[config.mk]
export PLATFORM = sky130hd
export DESIGN_NAME = sap1_controller
export DESIGN_NICKNAME = d
export VERILOG_FILES = /design/src/rtl/sap1_pkg.sv /design/src/rtl/sap1_ring_counter.sv /design/src/rtl/sap1_controller.sv
export SDC_FILE = /design/constraint.sdc
export NUM_CORES = 1
export LEC_CHECK = 0
export ABC_AREA = 1
export CAP_MARGIN = 10
export CORE_UTILIZATION = 38
export DETAILED_ROUTE_END_ITERATION = 12
export PLACE_DENSITY = 0.8
export SYNTH_ARGS = -nofsm -noshare
export SYNTH_HDL_FRONTEND = slang
export SYNTH_SLANG_ARGS = --single-unit
[constraint.sdc]
create_clock -name clk -period 3.2 [get_ports clk]
set_input_delay 0.64 -clock clk [delete_from_list [all_inputs] [get_ports clk]]
set_output_delay 0.64 -clock clk [all_outputs]
set_load 0.005 [all_outputs]
[src/rtl/sap1_pkg.sv]
// Shared constants for the SAP-1 control sequencer: opcodes, control-word
// bit positions, per-state control words and the T-state index enum.
package sap1_pkg;

  localparam logic [3:0] OP_LDA = 4'h0;
  localparam logic [3:0] OP_ADD = 4'h1;
  localparam logic [3:0] OP_SUB = 4'h2;
  localparam logic [3:0] OP_OUT = 4'hE;
  localparam logic [3:0] OP_HLT = 4'hF;

  // Control word layout, bit 11 down to bit 0.
  localparam int B_CP   = 11;
  localparam int B_EP   = 10;
  localparam int B_N_LM = 9;
  localparam int B_N_CE = 8;
  localparam int B_N_LI = 7;
  localparam int B_N_EI = 6;
  localparam int B_N_LA = 5;
  localparam int B_EA   = 4;
  localparam int B_SU   = 3;
  localparam int B_EU   = 2;
  localparam int B_N_LB = 1;
  localparam int B_N_LO = 0;

  localparam logic [11:0] M_CP   = 12'd1 << B_CP;
  localparam logic [11:0] M_EP   = 12'd1 << B_EP;
  localparam logic [11:0] M_N_LM = 12'd1 << B_N_LM;
  localparam logic [11:0] M_N_CE = 12'd1 << B_N_CE;
  localparam logic [11:0] M_N_LI = 12'd1 << B_N_LI;
  localparam logic [11:0] M_N_EI = 12'd1 << B_N_EI;
  localparam logic [11:0] M_N_LA = 12'd1 << B_N_LA;
  localparam logic [11:0] M_EA   = 12'd1 << B_EA;
  localparam logic [11:0] M_SU   = 12'd1 << B_SU;
  localparam logic [11:0] M_EU   = 12'd1 << B_EU;
  localparam logic [11:0] M_N_LB = 12'd1 << B_N_LB;
  localparam logic [11:0] M_N_LO = 12'd1 << B_N_LO;

  // Every active-low strobe high, every active-high strobe low.
  localparam logic [11:0] CON_IDLE   = 12'h3E3;

  localparam logic [11:0] CON_T1     = (CON_IDLE | M_EP) & ~M_N_LM;
  localparam logic [11:0] CON_T2     = CON_IDLE | M_CP;
  localparam logic [11:0] CON_T3     = CON_IDLE & ~(M_N_CE | M_N_LI);
  localparam logic [11:0] CON_T4_MEM = CON_IDLE & ~(M_N_EI | M_N_LM);
  localparam logic [11:0] CON_T4_OUT = (CON_IDLE | M_EA) & ~M_N_LO;
  localparam logic [11:0] CON_T5_LDA = CON_IDLE & ~(M_N_CE | M_N_LA);
  localparam logic [11:0] CON_T5_ALU = CON_IDLE & ~(M_N_CE | M_N_LB);
  localparam logic [11:0] CON_T6_ADD = (CON_IDLE | M_EU) & ~M_N_LA;
  localparam logic [11:0] CON_T6_SUB = (CON_IDLE | M_EU | M_SU) & ~M_N_LA;

  // Bit positions of each T-state inside the one-hot ring.
  typedef enum logic [2:0] {
    T1 = 3'd0,
    T2 = 3'd1,
    T3 = 3'd2,
    T4 = 3'd3,
    T5 = 3'd4,
    T6 = 3'd5
  } t_state_e;

  localparam logic [5:0] T_RESET = 6'b000001;

  function automatic logic is_onehot(input logic [5:0] v);
    int n;
    n = 0;
    for (int i = 0; i < 6; i++) n += int'(v[i]);
    return n == 1;
  endfunction

endpackage

[src/rtl/sap1_ring_counter.sv]
// Six-state one-hot ring counter. Rotates one position per enabled edge,
// freezes while hold is set, and falls back to T1 from any non-one-hot value.
module sap1_ring_counter
  import sap1_pkg::*;
(
  input  logic       clk,
  input  logic       clr,
  input  logic       advance,
  input  logic       hold,
  output logic [5:0] state
);

  // Ring rotation with illegal-state recovery taking priority over hold.
  always_ff @(posedge clk or posedge clr) begin
    if (clr) begin
      state <= T_RESET;
    end else if (!is_onehot(state)) begin
      state <= T_RESET;
    end else if (advance && !hold) begin
      state <= {state[4:0], state[5]};
    end
  end

endmodule

[src/rtl/sap1_controller.sv]
// SAP-1 control sequencer: ring counter, opcode decode into the 12-bit
// control word, halt latch and optional single-step front end.
// Optional feature macro: SAP1_STEP_EN (adds the step input; the ring then
// advances only on a synchronised rising edge of step).
module sap1_controller
  import sap1_pkg::*;
(
  input  logic        clk,
  input  logic        clr,
  input  logic [3:0]  opcode,
`ifdef SAP1_STEP_EN
  input  logic        step,
`endif
  output logic [11:0] con,
  output logic [5:0]  t_state,
  output logic        hlt
);

  logic        run;
  logic        step_pulse;
  logic        advance;
  logic        halt_now;
  logic        hold;
  logic [11:0] word;

`ifdef SAP1_STEP_EN
  logic step_meta;
  logic step_sync;
  logic step_prev;

  // Two-flop synchroniser followed by a delay flop for edge detection.
  always_ff @(posedge clk or posedge clr) begin
    if (clr) begin
      step_meta <= 1'b0;
      step_sync <= 1'b0;
      step_prev <= 1'b0;
    end else begin
      step_meta <= step;
      step_sync <= step_meta;
      step_prev <= step_sync;
    end
  end

  assign step_pulse = step_sync & ~step_prev;
`else
  assign step_pulse = 1'b1;
`endif

  // run stays low through the first edge after clr release so T1 gets a
  // full cycle before the ring starts moving.
  assign advance  = run & step_pulse;
  assign halt_now = advance & t_state[T4] & (opcode == OP_HLT);
  assign hold     = hlt | halt_now;

  sap1_ring_counter u_ring (
    .clk     (clk),
    .clr     (clr),
    .advance (advance),
    .hold    (hold),
    .state   (t_state)
  );

  // Start-up qualifier and sticky halt flag; only clr releases a halt.
  always_ff @(posedge clk or posedge clr) begin
    if (clr) begin
      run <= 1'b0;
      hlt <= 1'b0;
    end else begin
      run <= 1'b1;
      if (halt_now) hlt <= 1'b1;
    end
  end

  // Decode the current T-state and opcode into the raw control word.
  always_comb begin
    word = CON_IDLE;
    if (is_onehot(t_state)) begin
      if (t_state[T1]) begin
        word = CON_T1;
      end else if (t_state[T2]) begin
        word = CON_T2;
      end else if (t_state[T3]) begin
        word = CON_T3;
      end else if (t_state[T4]) begin
        if (opcode == OP_LDA || opcode == OP_ADD || opcode == OP_SUB)
          word = CON_T4_MEM;
        else if (opcode == OP_OUT)
          word = CON_T4_OUT;
      end else if (t_state[T5]) begin
        if (opcode == OP_LDA)
          word = CON_T5_LDA;
        else if (opcode == OP_ADD || opcode == OP_SUB)
          word = CON_T5_ALU;
      end else begin
        if (opcode == OP_ADD)
          word = CON_T6_ADD;
        else if (opcode == OP_SUB)
          word = CON_T6_SUB;
      end
    end
  end

  // Strobes are suppressed in reset, before the first post-reset edge,
  // while halted, and (in step mode) outside the single step cycle.
  always_comb begin
    con = word;
    if (clr || !run || hlt || !step_pulse) con = CON_IDLE;
  end

endmodule

==> impl_summary.md <==
Timing
The count of pins over their slew limit is 0. Setup violations remaining at the end of the flow were counted as 12. The final critical-path setup slack is -575 ps. The final worst clock skew is around 5.4 ps. The routed design could run at a clock period as short as 3780 ps. For the final routed database, the setup TNS stands at -5750 ps.

The hold violation count in the final report came to 0. Setup repair after global routing could not meet its margin everywhere. The final clock period utilization by the worst path is 118%. The top achievable clock speed is about 260 MHz.

Hold path
The destination of the worst hold path is hlt$_DFFE_PP0P_. The class of the tightest hold or removal check is flip-flop to flip-flop. The worst hold path was traced through 2 stages. In this run the most critical hold path is launched from hlt$_DFFE_PP0P_.

Yosys
The flop and latch count out of synthesis is 8. Multiplexer cells account for 0% of the synthesized area. By area, the combinational part of the netlist is dominated by simple AND/OR/NAND/NOR gates. The number of synthesis warnings is 0. Of the total synthesized cell area, the portion taken by full adders, half adders and majority gates is between 10% and 20%. After technology mapping, the gate count stands at 98. After synthesis the cells add up to 674 µm². The synthesized area per cell is just under 7 µm². The cell type with the largest total area after synthesis is sky130_fd_sc_hd__dfrtp_1. The share of Yosys cell area claimed by the top area cell type is between 20% and 30%. The post-synthesis net count is between 100 and 150. After synthesis, the netlist uses 20 different library cells. Summing the areas of all xor and xnor instances in the mapped netlist gives 0% of the synthesized area. The post-synthesis compound-gate area fraction is between 6 and 7%. By area the synthesized netlist is led by sky130_fd_sc_hd__dfrtp_1, sky130_fd_sc_hd__inv_1, sky130_fd_sc_hd__nand2_1. Of the total synthesized cell area, the portion taken by AND, OR, NAND and NOR gates is 35.6%. For this run, the register share of the synthesized area comes to roughly 30%.

GRT
The wire length of the first global-routing pass is 3390 µm. Global routing finished with a remaining overflow of 0. Entering global routing, the biggest net connects 13 pins. The initial antenna violation count came to 0. In the global route stage, overall resource usage came out at 23.6%.

The via count of the first global-routing pass is between 700 and 800.

Power and ir drop
The worst-case IR drop observed on VDD is between 0.0002 and 0.0003 V. The cell area power density is between 150 and 200 nW/µm². The switching power share of the total is about a fifth. Summed over all nets, the switching power comes to approximately 42 µW. The internal power of the cells is between 150 and 200 µW. The portion of total power attributed to the clock network is 39.9%. The sequential fraction of design power is between 50% and 60%. The standby leakage power is 0.521 nW.

The combinational power share is under 10%. The total power of the final layout is 200 µW.

Detailed routing
For this block, the via count after detailed routing is around 830. The number of search-and-repair iterations in the first detailed-routing pass is 10. Summed over all layers, the routed wires come to 2230 µm.

In the routed layout, each cell is associated on average with a via count of a little over 5. For this run, design rule violations remaining after detail routing come to 1. The violation count after the first detailed-route iteration is 24.

The count of nets left with antenna violations once routing finished came out at 0. After detailed routing, the average wire length per cell comes to ~14 µm.

Clock network
Buffers inserted to repair hold after CTS numbered 0. Clock tree synthesis found a total of 8 sinks. The root buffer cell chosen for the clock tree is sky130_fd_sc_hd__clkbuf_4. TritonCTS created 3 clock buffers. The worst-case clock buffer depth is 2. At the later pin of the worst-skew pair, clock insertion delay measures between 200 and 300 ps. The TritonCTS clock tree is done. Clock-pin slew was measured on the worst setup and hold paths at 50 ps. In this run the number of H-tree levels came out at 1.

Layout
For this run, the post-layout net count is 155. The leading cell type in the layout, fill and taps excluded is sky130_fd_sc_hd__buf_4. The antenna diode instance count is 0. Compared with the post-synthesis result, the final layout area differs by 65.9%. In the layout the commonest cells are sky130_fd_sc_hd__buf_4, sky130_fd_sc_hd__inv_1, sky130_fd_sc_hd__nand2_1. In the final layout, the share of cells above drive strength 1 is between 30 and 40%.

Worst setup path
The startpoint of the worst-slack reg-to-reg timing path is u_ring.state[0]$_DFFE_PP1P_. The critical path launch point type is a flip-flop. The highest net fanout along the worst path is 4. The worst setup path is of the flip-flop to primary output kind. STA classifies the critical path endpoint as a primary output.

The critical path data required time is between 2000 and 3000 ps. The setup slack on the worst flop-to-flop path is 80 ps. Data arrives at the worst endpoint at 3140 ps.

The destination of the worst register-to-register timing path is u_ring.state[5]$_DFFE_PP0P_. The count of cells along the worst register-to-register path is 14.

Die
The initial utilization of the core area, before any placement, comes to between 40% and 50%. The region available for standard cell placement spans between 1500 and 2000 µm². The die height is 44.1 µm. In this run the horizontal extent of the chip is 44.1 µm. The I/O pin total is 25. The floorplan has 14 rows. The die covers 1950 µm².

Flow run
The tool flagged a number of max-cap violations equal to 0.

Outcome
The checks that failed: design-rule violations, negative setup slack. The flow ran to the end, but the final reports show violations.

Place
The total half-perimeter wirelength after legalization and detailed placement is ~1500 µm. Port buffering added 24 buffers. The placer's final routability congestion estimate is roughly 0.83.
[logic make-up after synthesis]
group | Yosys count
AOI/OAI and AO/OA | 8
adders and majority gates | 5
buffers and inverters | 23
DFF | 8
other | 1
and+or+nand+nor | 53
[routing by layer]
layer | GRT usage (%) | wire (µm) | up-vias
li1 | - | - | 397
met2 | 38.2 | 1100 | 49
met5 | 0 | 0 | -
met4 | 12.7 | 133 | 0
met1 | 29.6 | 839 | 367
met3 | 4.49 | 157 | 13
[critical path, stage by stage (launching register included)]
cell and delay, ps:
sky130_fd_sc_hd__dfstp_2 550, sky130_fd_sc_hd__inv_4 40, sky130_fd_sc_hd__ha_4 260, sky130_fd_sc_hd__fa_1 440, sky130_fd_sc_hd__fa_2 350, sky130_fd_sc_hd__inv_2 60
sky130_fd_sc_hd__fa_1 410, sky130_fd_sc_hd__nor2_2 120, sky130_fd_sc_hd__nand2_2 120, sky130_fd_sc_hd__inv_2 90, sky130_fd_sc_hd__nand2_2 70, sky130_fd_sc_hd__nor2_2 170
sky130_fd_sc_hd__a21oi_1 60, sky130_fd_sc_hd__buf_2 140
[how the worst max path moves through the flow]
stage | startpoint | slack (ps) | end
floorplan | u_ring.state[0]$_DFFE_PP1P_ | -190 | con[8]
global placement | u_ring.state[0]$_DFFE_PP1P_ | -620 | con[10]
detailed placement | u_ring.state[0]$_DFFE_PP1P_ | -720 | con[2]
CTS | u_ring.state[0]$_DFFE_PP1P_ | -610 | con[8]
global route | u_ring.state[0]$_DFFE_PP1P_ | -660 | con[8]
finish | u_ring.state[0]$_DFFE_PP1P_ | -580 | con[9]
[power by group through the flow]
stage               Clock [mW]  Combinational, mW  Sequential, mW
detailed placement           0             0.0169           0.104
floorplan                    0            0.00738           0.104
finish                  0.0799             0.0179           0.102
global route            0.0909             0.0201           0.102
CTS                     0.0842             0.0172           0.102
global placement             0             0.0167           0.104
[cell usage after synthesis]
cell type,instances
sky130_fd_sc_hd__inv_2,1
sky130_fd_sc_hd__nand2_1,18
sky130_fd_sc_hd__a21oi_1,1
sky130_fd_sc_hd__nand4_2,1
sky130_fd_sc_hd__nor3b_1,1
sky130_fd_sc_hd__nand3_1,11
sky130_fd_sc_hd__inv_1,20
sky130_fd_sc_hd__dfrtp_1,7
sky130_fd_sc_hd__nor3_1,4
sky130_fd_sc_hd__dfstp_2,1
sky130_fd_sc_hd__o21ai_0,6
sky130_fd_sc_hd__nor2_1,14
sky130_fd_sc_hd__nand4_1,2
sky130_fd_sc_hd__nand2_2,1
sky130_fd_sc_hd__nor2_2,1
sky130_fd_sc_hd__o211ai_1,1
sky130_fd_sc_hd__fa_1,3
sky130_fd_sc_hd__buf_6,2
sky130_fd_sc_hd__ha_1,2
sky130_fd_sc_hd__conb_1,1
[per-stage QoR]
stage | hold slack [ps] | utilization (%) | setup slack (ps) | std cells | instance area, µm²
CTS | 519 | 68.4 | -607 | 157 | 1080
floorplan | 471 | - | -187 | 98 | 706
finish | 520 | 71.0 | -575 | 159 | 1120
detailed placement | 504 | 65.6 | -717 | 148 | 1030
global placement | 490 | 65.6 | -618 | 148 | 1030
global route | 569 | 71.0 | -660 | 159 | 1120
[flip-flops by register name, summed over array words and instances, names as in the netlist]
register,count
advance,1
hlt,1
u_ring.state,6
[what timing repair did]
item / CTS / global route
buffers inserted: 5 / 3
setup endpoints to repair: 12 / 16
gates resized for setup: 56 / 9
pin swaps: 17 / 14
[layout make-up]
| type | instances | area [µm²] |
|---|---|---|
| Clock buffer | 4 | 26.3 |
| Fill cell | 135 | 458 |
| Inverter | 21 | 81.3 |
| Multi-Input combinational cell | 67 | 457 |
| Sequential cell | 8 | 201 |
| Tap cell | 16 | 20.0 |
| Timing Repair Buffer | 43 | 333 |
Note: power is estimated with default switching activity, not from simulation.
